--- config.mk ---
export PLATFORM = sky130hd
export DESIGN_NAME = mesh_output_interface
export DESIGN_NICKNAME = d
export VERILOG_FILES = /design/src/rtl/accel_pkg.sv /design/src/rtl/out_fifo.sv /design/src/rtl/mesh_output_interface.sv
export SDC_FILE = /design/constraint.sdc
export NUM_CORES = 1
export LEC_CHECK = 0
export ABC_AREA = 0
export ABC_CLOCK_PERIOD_IN_PS = 5550
export BUFFER_PORTS_ARGS = -buffer_cell sky130_fd_sc_hd__clkbuf_2
export CAP_MARGIN = 10
export CORE_MARGIN = 5
export CORE_UTILIZATION = 37
export DETAILED_ROUTE_END_ITERATION = 16
export PLACE_DENSITY = 0.55
export SYNTH_ARGS = -nofsm -noshare
export SYNTH_HDL_FRONTEND = slang
export SYNTH_SLANG_ARGS = --single-unit
--- constraint.sdc ---
create_clock -name clk -period 5.55 [get_ports clk]
set_clock_uncertainty 0.15 [all_clocks]
set_input_delay 0 -clock clk [delete_from_list [all_inputs] [get_ports clk]]
set_output_delay 0 -clock clk [all_outputs]
set_load 0.02 [all_outputs]
--- src/rtl/accel_pkg.sv ---
// Shared types and sizing for the mesh output interface.
package accel_pkg;

  localparam int unsigned DATA_W         = 32;
  localparam int unsigned OUT_FIFO_DEPTH = 4;
  localparam int unsigned SYS_BEATS      = 4;
  localparam int unsigned DIRECT_BEATS   = 2;
  localparam int unsigned BEAT_W         = 3;
  localparam int unsigned SKEW_W         = 4;

  typedef enum logic [1:0] {
    StIdle,
    StWait,
    StCapture,
    StDrain
  } out_state_t;

endpackage

--- src/rtl/out_fifo.sv ---
// Synchronous FIFO with the head word taken straight from storage flops.
module out_fifo
  import accel_pkg::*;
(
  input  logic              clk,
  input  logic              reset,
  input  logic              push,
  input  logic              pop,
  input  logic [DATA_W-1:0] push_data,
  output logic [DATA_W-1:0] head,
  output logic              full,
  output logic              empty
);

  localparam int unsigned PtrW = $clog2(OUT_FIFO_DEPTH);
  localparam int unsigned CntW = PtrW + 1;

  logic [DATA_W-1:0] mem_q [OUT_FIFO_DEPTH];
  logic [PtrW-1:0]   rd_ptr_q, wr_ptr_q;
  logic [CntW-1:0]   count_q;
  logic              do_push, do_pop;

  assign full    = (count_q == CntW'(OUT_FIFO_DEPTH));
  assign empty   = (count_q == '0);
  assign do_pop  = pop & ~empty;
  // A full FIFO still accepts a push when a pop frees a slot in the same cycle.
  assign do_push = push & (~full | do_pop);
  assign head    = mem_q[rd_ptr_q];

  always_ff @(posedge clk) begin
    if (reset) begin
      for (int i = 0; i < OUT_FIFO_DEPTH; i++) mem_q[i] <= '0;
      rd_ptr_q <= '0;
      wr_ptr_q <= '0;
      count_q  <= '0;
    end else begin
      if (do_push) begin
        mem_q[wr_ptr_q] <= push_data;
        wr_ptr_q        <= wr_ptr_q + 1'b1;
      end
      if (do_pop) rd_ptr_q <= rd_ptr_q + 1'b1;
      case ({do_push, do_pop})
        2'b10:   count_q <= count_q + 1'b1;
        2'b01:   count_q <= count_q - 1'b1;
        default: count_q <= count_q;
      endcase
    end
  end

endmodule

--- src/rtl/mesh_output_interface.sv ---
// Captures mesh south-edge results (skewed systolic or direct) into an output FIFO.
// Define MESH_OUTPUT_RELU_EN to clamp negative captured words to zero before the push.
module mesh_output_interface
  import accel_pkg::*;
(
  input  logic              clk,
  input  logic              reset,
  input  logic              start,
  input  logic              systolic,
  input  logic [SKEW_W-1:0] delay_col,
  input  logic [DATA_W-1:0] data_input_south,
  input  logic              data_valid_south,
  input  logic              out_ready,
  output logic [DATA_W-1:0] out_data,
  output logic              out_valid,
  output logic              busy,
  output logic              done,
  output logic              overflow
);

  out_state_t        state_q, state_d;
  logic [SKEW_W-1:0] skew_q, skew_d;
  logic [BEAT_W-1:0] beats_q, beats_d;
  logic              sys_q, sys_d;
  logic              overflow_q, overflow_d;
  logic              push, pop, full, empty, accept;
  logic [DATA_W-1:0] push_data;

`ifdef MESH_OUTPUT_RELU_EN
  assign push_data = data_input_south[DATA_W-1] ? '0 : data_input_south;
`else
  assign push_data = data_input_south;
`endif

  assign pop       = out_valid & out_ready;
  assign out_valid = ~empty;
  assign busy      = (state_q != StIdle);
  assign overflow  = overflow_q;

  always_comb begin
    state_d = state_q;
    skew_d  = skew_q;
    beats_d = beats_q;
    sys_d   = sys_q;
    push    = 1'b0;
    done    = 1'b0;
    accept  = 1'b0;
    unique case (state_q)
      StIdle: begin
        if (start) begin
          accept  = 1'b1;
          sys_d   = systolic;
          skew_d  = delay_col;
          beats_d = '0;
          state_d = (systolic && delay_col != '0) ? StWait : StCapture;
        end
      end
      StWait: begin
        skew_d = skew_q - 1'b1;
        if (skew_q <= SKEW_W'(1)) state_d = StCapture;
      end
      StCapture: begin
        push = sys_q | data_valid_south;
        if (push) begin
          beats_d = beats_q + 1'b1;
          // Dropped beats still count, so a full FIFO cannot stall the capture.
          if (beats_d == BEAT_W'(sys_q ? SYS_BEATS : DIRECT_BEATS)) state_d = StDrain;
        end
      end
      StDrain: begin
        if (empty) begin
          done    = 1'b1;
          state_d = StIdle;
        end
      end
      default: state_d = StIdle;
    endcase
    overflow_d = accept ? 1'b0 : (overflow_q | (push & full & ~pop));
  end

  always_ff @(posedge clk) begin
    if (reset) begin
      state_q    <= StIdle;
      skew_q     <= '0;
      beats_q    <= '0;
      sys_q      <= 1'b0;
      overflow_q <= 1'b0;
    end else begin
      state_q    <= state_d;
      skew_q     <= skew_d;
      beats_q    <= beats_d;
      sys_q      <= sys_d;
      overflow_q <= overflow_d;
    end
  end

  out_fifo u_out_fifo (
    .clk       (clk),
    .reset     (reset),
    .push      (push),
    .pop       (pop),
    .push_data (push_data),
    .head      (out_data),
    .full      (full),
    .empty     (empty)
  );

endmodule
Yosys cells after proc, flatten, opt, wreduce, memory -nomap -nowiden
Memories as Yosys holds them, arrays and structs flattened. A register that Yosys moved wholly into a read port is not among the register bits.
Index checks and enable logic that the tools add are counted.
{"block": "word_totals", "latch_bits": 0, "memories": 1, "word_cells": 82, "in_bits": 42, "rom_bits": 0, "mem_bits_rw": 128, "reg_bits": 18}
{"block": "op_classes", "n_mul": 0, "bitwise_logic": 11, "n_eq_ne": 12, "n_mux": 29, "n_shift": 0, "addsub": 6, "reduce_logical": 14, "order_cmp": 1, "div": 0}
{"memory": "u_out_fifo.mem_q", "words": 4, "width": 32, "read_ports": 1, "rd_ports_with_merged_regs": 1, "write_ports": 4, "line_no": "out_fifo.sv:18", "text": "logic [DATA_W-1:0] mem_q [OUT_FIFO_DEPTH];"}
{"operator": "2-to-1 mux 32 bit", "count": 1}
{"operator": "OR reduction 32 bit", "count": 1}
{"operator": "2-to-1 mux 2 bit", "count": 9}
{"operator": "one-hot mux 3 bit (2 select lines)", "count": 2}
{"operator": "2-to-1 mux 1 bit", "count": 11}
{"operator": "2-to-1 mux 3 bit", "count": 3}
{"operator": "!= test 2 bit (second input constant)", "count": 4}
{"operator": "one-hot mux 2 bit (4 select lines)", "count": 1}
{"operator": "one-hot mux 4 bit (2 select lines)", "count": 1}
{"operator": "nonzero test 2 bit", "count": 4}
{"operator": "adder 3 x 1 -> 3 bit (second input constant)", "count": 2}
{"operator": "equality test 2 bit (second input constant)", "count": 3}
{"operator": "bitwise AND 1 bit", "count": 5}
{"operator": "AND reduction 5 bit", "count": 1}
{"operator": "adder 2 x 1 -> 2 bit (second input constant)", "count": 2}
{"operator": "equality test 2 x 1 -> 1 bit (second input constant)", "count": 2}
{"operator": "less-or-equal comparator 4 x 1 -> 1 bit (second input constant)", "count": 1}
{"operator": "2-to-1 mux 4 bit", "count": 1}
{"operator": "AND reduction 2 bit", "count": 2}
{"operator": "nonzero test 4 bit", "count": 1}
{"operator": "subtractor 4 x 1 -> 4 bit (second input constant)", "count": 1}
{"operator": "equality test 3 bit", "count": 1}
{"operator": "equality test 3 bit (second input constant)", "count": 1}
{"operator": "logical NOT 3 bit", "count": 1}
{"operator": "other kinds (8)", "count": 12}

Logic depth before layout (Yosys ltp)
{"block": "logic_depth", "word_depth": 11, "mapped_depth": 12, "ltp_nobuf": 11}

Cells and area by module
From an unflattened synthesis, not the netlist that was laid out.
{"block": "unflattened", "cells_unflattened": 455, "hier_area_um2": 6693.9}
{"mod": "out_fifo", "instances": 1, "cells_per_inst": 362, "area_each_um2": 5931.9, "seq_area_each_um2": 4023.9}
{"mod": "mesh_output_interface", "instances": 1, "cells_per_inst": 93, "area_each_um2": 762.0, "seq_area_each_um2": 220.2}

Worst setup path before layout
No wires, ideal clock.
{"block": "synth_timing", "path_kind": "reg2reg", "startpoint": "register state_q[0]", "endpoint": "memory u_out_fifo.mem_q[2][0], enable pin", "stages_incl_launch_ff": 8, "slack_ps": 1268, "t_arrival_ps": 3662, "n_path_buf": 1, "setup_ps": 470, "cell_sequence": "dfxtp_1 inv_1 ha_1 clkbuf_1 inv_1 nor3_1 inv_1 o31ai_1"}
{"element": "start, declared", "line_no": "mesh_output_interface.sv:21", "text": "out_state_t state_q, state_d;"}
{"element": "start signal, assigned", "line_no": "mesh_output_interface.sv:83", "text": "state_q <= StIdle;"}
{"element": "start signal, assigned", "line_no": "mesh_output_interface.sv:89", "text": "state_q <= state_d;"}
{"element": "end, declared", "line_no": "out_fifo.sv:18"}

==> run summary <==
status = finished clean
Post-Synthesis Cells = 453
yosys warns = 0
Synth cell types = 43
ant diodes = 0
Worst-Margin Slew = 1.17 ns
number of enable flip-flop cells after synthesis = 128
Cell Area, Placed = 0.00729 mm2
Finished Layout Cells = 814
Worst EP required = 5.43 ns
commonest non-fill, non-tap cell in the layout = edfxtp_1
Clock Path Buffers = 2
WS Path Type = flop to flop
I/O Buffers = 77
DR pass1 iterations = 4
largest net degree at the start of global routing = 36
Syn Nets = 504
Min Clock Period, post-route = 3.23 ns
CTS clk-pin slew, worst paths = 0.06 ns
Starting Density = 37.6%
Design Area, Final = 0.00832 mm2
# DRC = 0
Sequential Power Share = 42.9%
vias per inst = 4.87
worst-case vdd ir drop = 0.245 mV
period utilisation layout = 58.3%
Worst Setup SP = state_q[0]$_SDFFE_PP0P_
combinational share of power = 22.1%
total CTS buffers = 17
worst reg2reg path startpoint = state_q[0]$_SDFFE_PP0P_
internal cell power = 2.31 mW
DP HPWL = 8660 um
leading area contributor after synthesis = edfxtp_1
Die Y-Extent = 145 um
Power Dens Cells = 384 mW/mm2
TritonCTS clock tree = done
Placed Instances = 737
Primary FF master, synth = edfxtp_1
Ports = 78
Global Route Usage Sum = 14.3%
via count = 3,968
Post-synth ARST share = 0%
Pleak = 3.18 nW
Syn-to-layout area delta = 23.7%
normalized max-slew margin = 21.6%
clock power share = 35.0%
vias in the first global route = 4,251
startpoint types = flop
worst hold slack = 0.0957 ns
Critical Path End Type = flop
Core Area = 0.0179 mm2
Setup Viol. Count Final = 0
sw power = 880 uW
Sw Ratio = 27.6%
crit-path max FO = 35
# rows = 49
synthesis-stage register bit count = 148
die width = 145 um
total power = 3.19 mW
area share of the largest cell type after synthesis = 57.2%
Setup TNS = 0 ns
Clock Sinks = 148
Die ar. = 0.0210 mm2
syn_area_per_cell = 14.8 um2
Max Cap Viol = 0
DR WL/cell = 17.4 um
fillers = 1,601
worst min-delay path category = primary input to flop
hold path start = data_valid_south
routed wire length = 14,200 um
commonest non-fill, non-tap cells in the layout = edfxtp_1 (128), and2_1 (126), clkbuf_2 (77)
initial drt markers = 181
Crit path arrival time = 3.12 ns
slack of the critical path = 2.32 ns
Net count, final = 624
H-tree lvl count = 4
Placer Congestion = 0.752
clock root cell = clkbuf_16
first-pass GRT wire length = 22,700 um
post-synthesis sequential area ratio = 63.1%
global route overflow = 0
Hold Violations, Final = 0
antenna violations before repair = 0
fmax = 0.309 GHz
Skew-Pair Late Insertion Delay = 0.43 ns
RSZ-0062 raised after global routing = no
synthesized area = 0.00672 mm2
Finished Core Util = 46.5%
layout cell share with drive strength beyond 1 = 26.3%
max-slew violations = 0
Detail Route Antenna Nets = 0
ranking of synthesized cells by area = edfxtp_1 (57%), and2_1 (12%), mux4_2 (11%)
pre-CTS WS = 2.29 ns
==> logic make-up (layout without fill, tap and decap cells) <==
family / after synthesis / in the layout / share of synthesized area (%)
AOI/OAI and AO/OA: 31 / 31 / 3.11
xor gates and xnor gates: 7 / 7 / 0.912
adders and majority gates: 9 / 9 / 1.79
buffers and inverters: 42 / 174 / 3.52
DFF: 148 / 148 / 63.1
muxes: 38 / 38 / 11.6
and+or+nand+nor: 178 / 178 / 15.9
==> sequential cells by signal (all words and copies together), names as in the netlist, named ones only <==
| signal | count |
|---|---|
| skew_q | 4 |
| u_out_fifo.rd_ptr_q | 2 |
| u_out_fifo.wr_ptr_q | 2 |
| u_out_fifo.count_q | 3 |
| overflow | 1 |
| state_q | 2 |
| beats_q | 3 |
| u_out_fifo.mem_q | 128 |
| sys_q | 1 |
==> what timing repair did <==
action	CTS	global route
hold buffers	46	0
hold endpoints to repair	148	0
gates resized for setup	0	0
buffers inserted	0	0
==> worst max-delay path: stages (launching register included) <==
cell and delay (ns):
dfxtp_1 0.35, inv_1 0.10, ha_1 0.30, o21a_1 0.22, and3_1 0.16, buf_4 0.33
and3_4 0.47, or2_2 0.73
==> worst paths after layout <==
check | endpoint | slack, ns | cells after the start
worst max-delay path | u_out_fifo.mem_q[0][14]$_SDFFCE_PN0P_ | 2.32 | 7
worst min-delay path | u_out_fifo.wr_ptr_q[0]$_SDFFE_PP0P_ | 0.1 | 5
worst max register to register | u_out_fifo.mem_q[0][14]$_SDFFCE_PN0P_ | 2.32 | 7
worst min register to register | beats_q[2]$_SDFFE_PP0P_ | 0.34 | 2
==> cell usage after synthesis, types with 6 or more instances <==
library cell	count
a21oi_1	7
and2_1	126
buf_6	10
clkbuf_1	12
dfxtp_1	20
edfxtp_1	128
ha_1	8
inv_1	16
mux2i_1	6
mux4_2	32
nand2_1	8
nor2_1	17
nor2b_1	6
o21ai_0	8
==> power by group through the flow <==
stage / Clock [mW] / Combinational, mW / Sequential, mW
floorplan: 0 / 0.500 / 1.37
global placement: 0 / 0.670 / 1.39
detailed placement: 0 / 0.687 / 1.39
CTS: 1.14 / 0.722 / 1.37
global route: 1.19 / 0.776 / 1.38
finish: 1.12 / 0.705 / 1.37
==> area by class of cell <==
class	count	area (um2)	area share (%)
Clock buffer	17	425	5.12
Timing Repair Buffer	127	876	10.5
Clock inverter	14	144	1.73
Multi-Input combinational cell	263	2280	27.4
Inverter	16	60.1	0.722
Sequential cell	148	4250	51.1
Tap cell	229	287	3.45
==> layer usage <==
layer	GRT usage (%)	routed length [um]
met5	0	0
met4	3.09	83
met3	4.34	859
met2	23.8	6930
met1	18.7	6320
No activity file was read; power rests on OpenSTA's default activity.
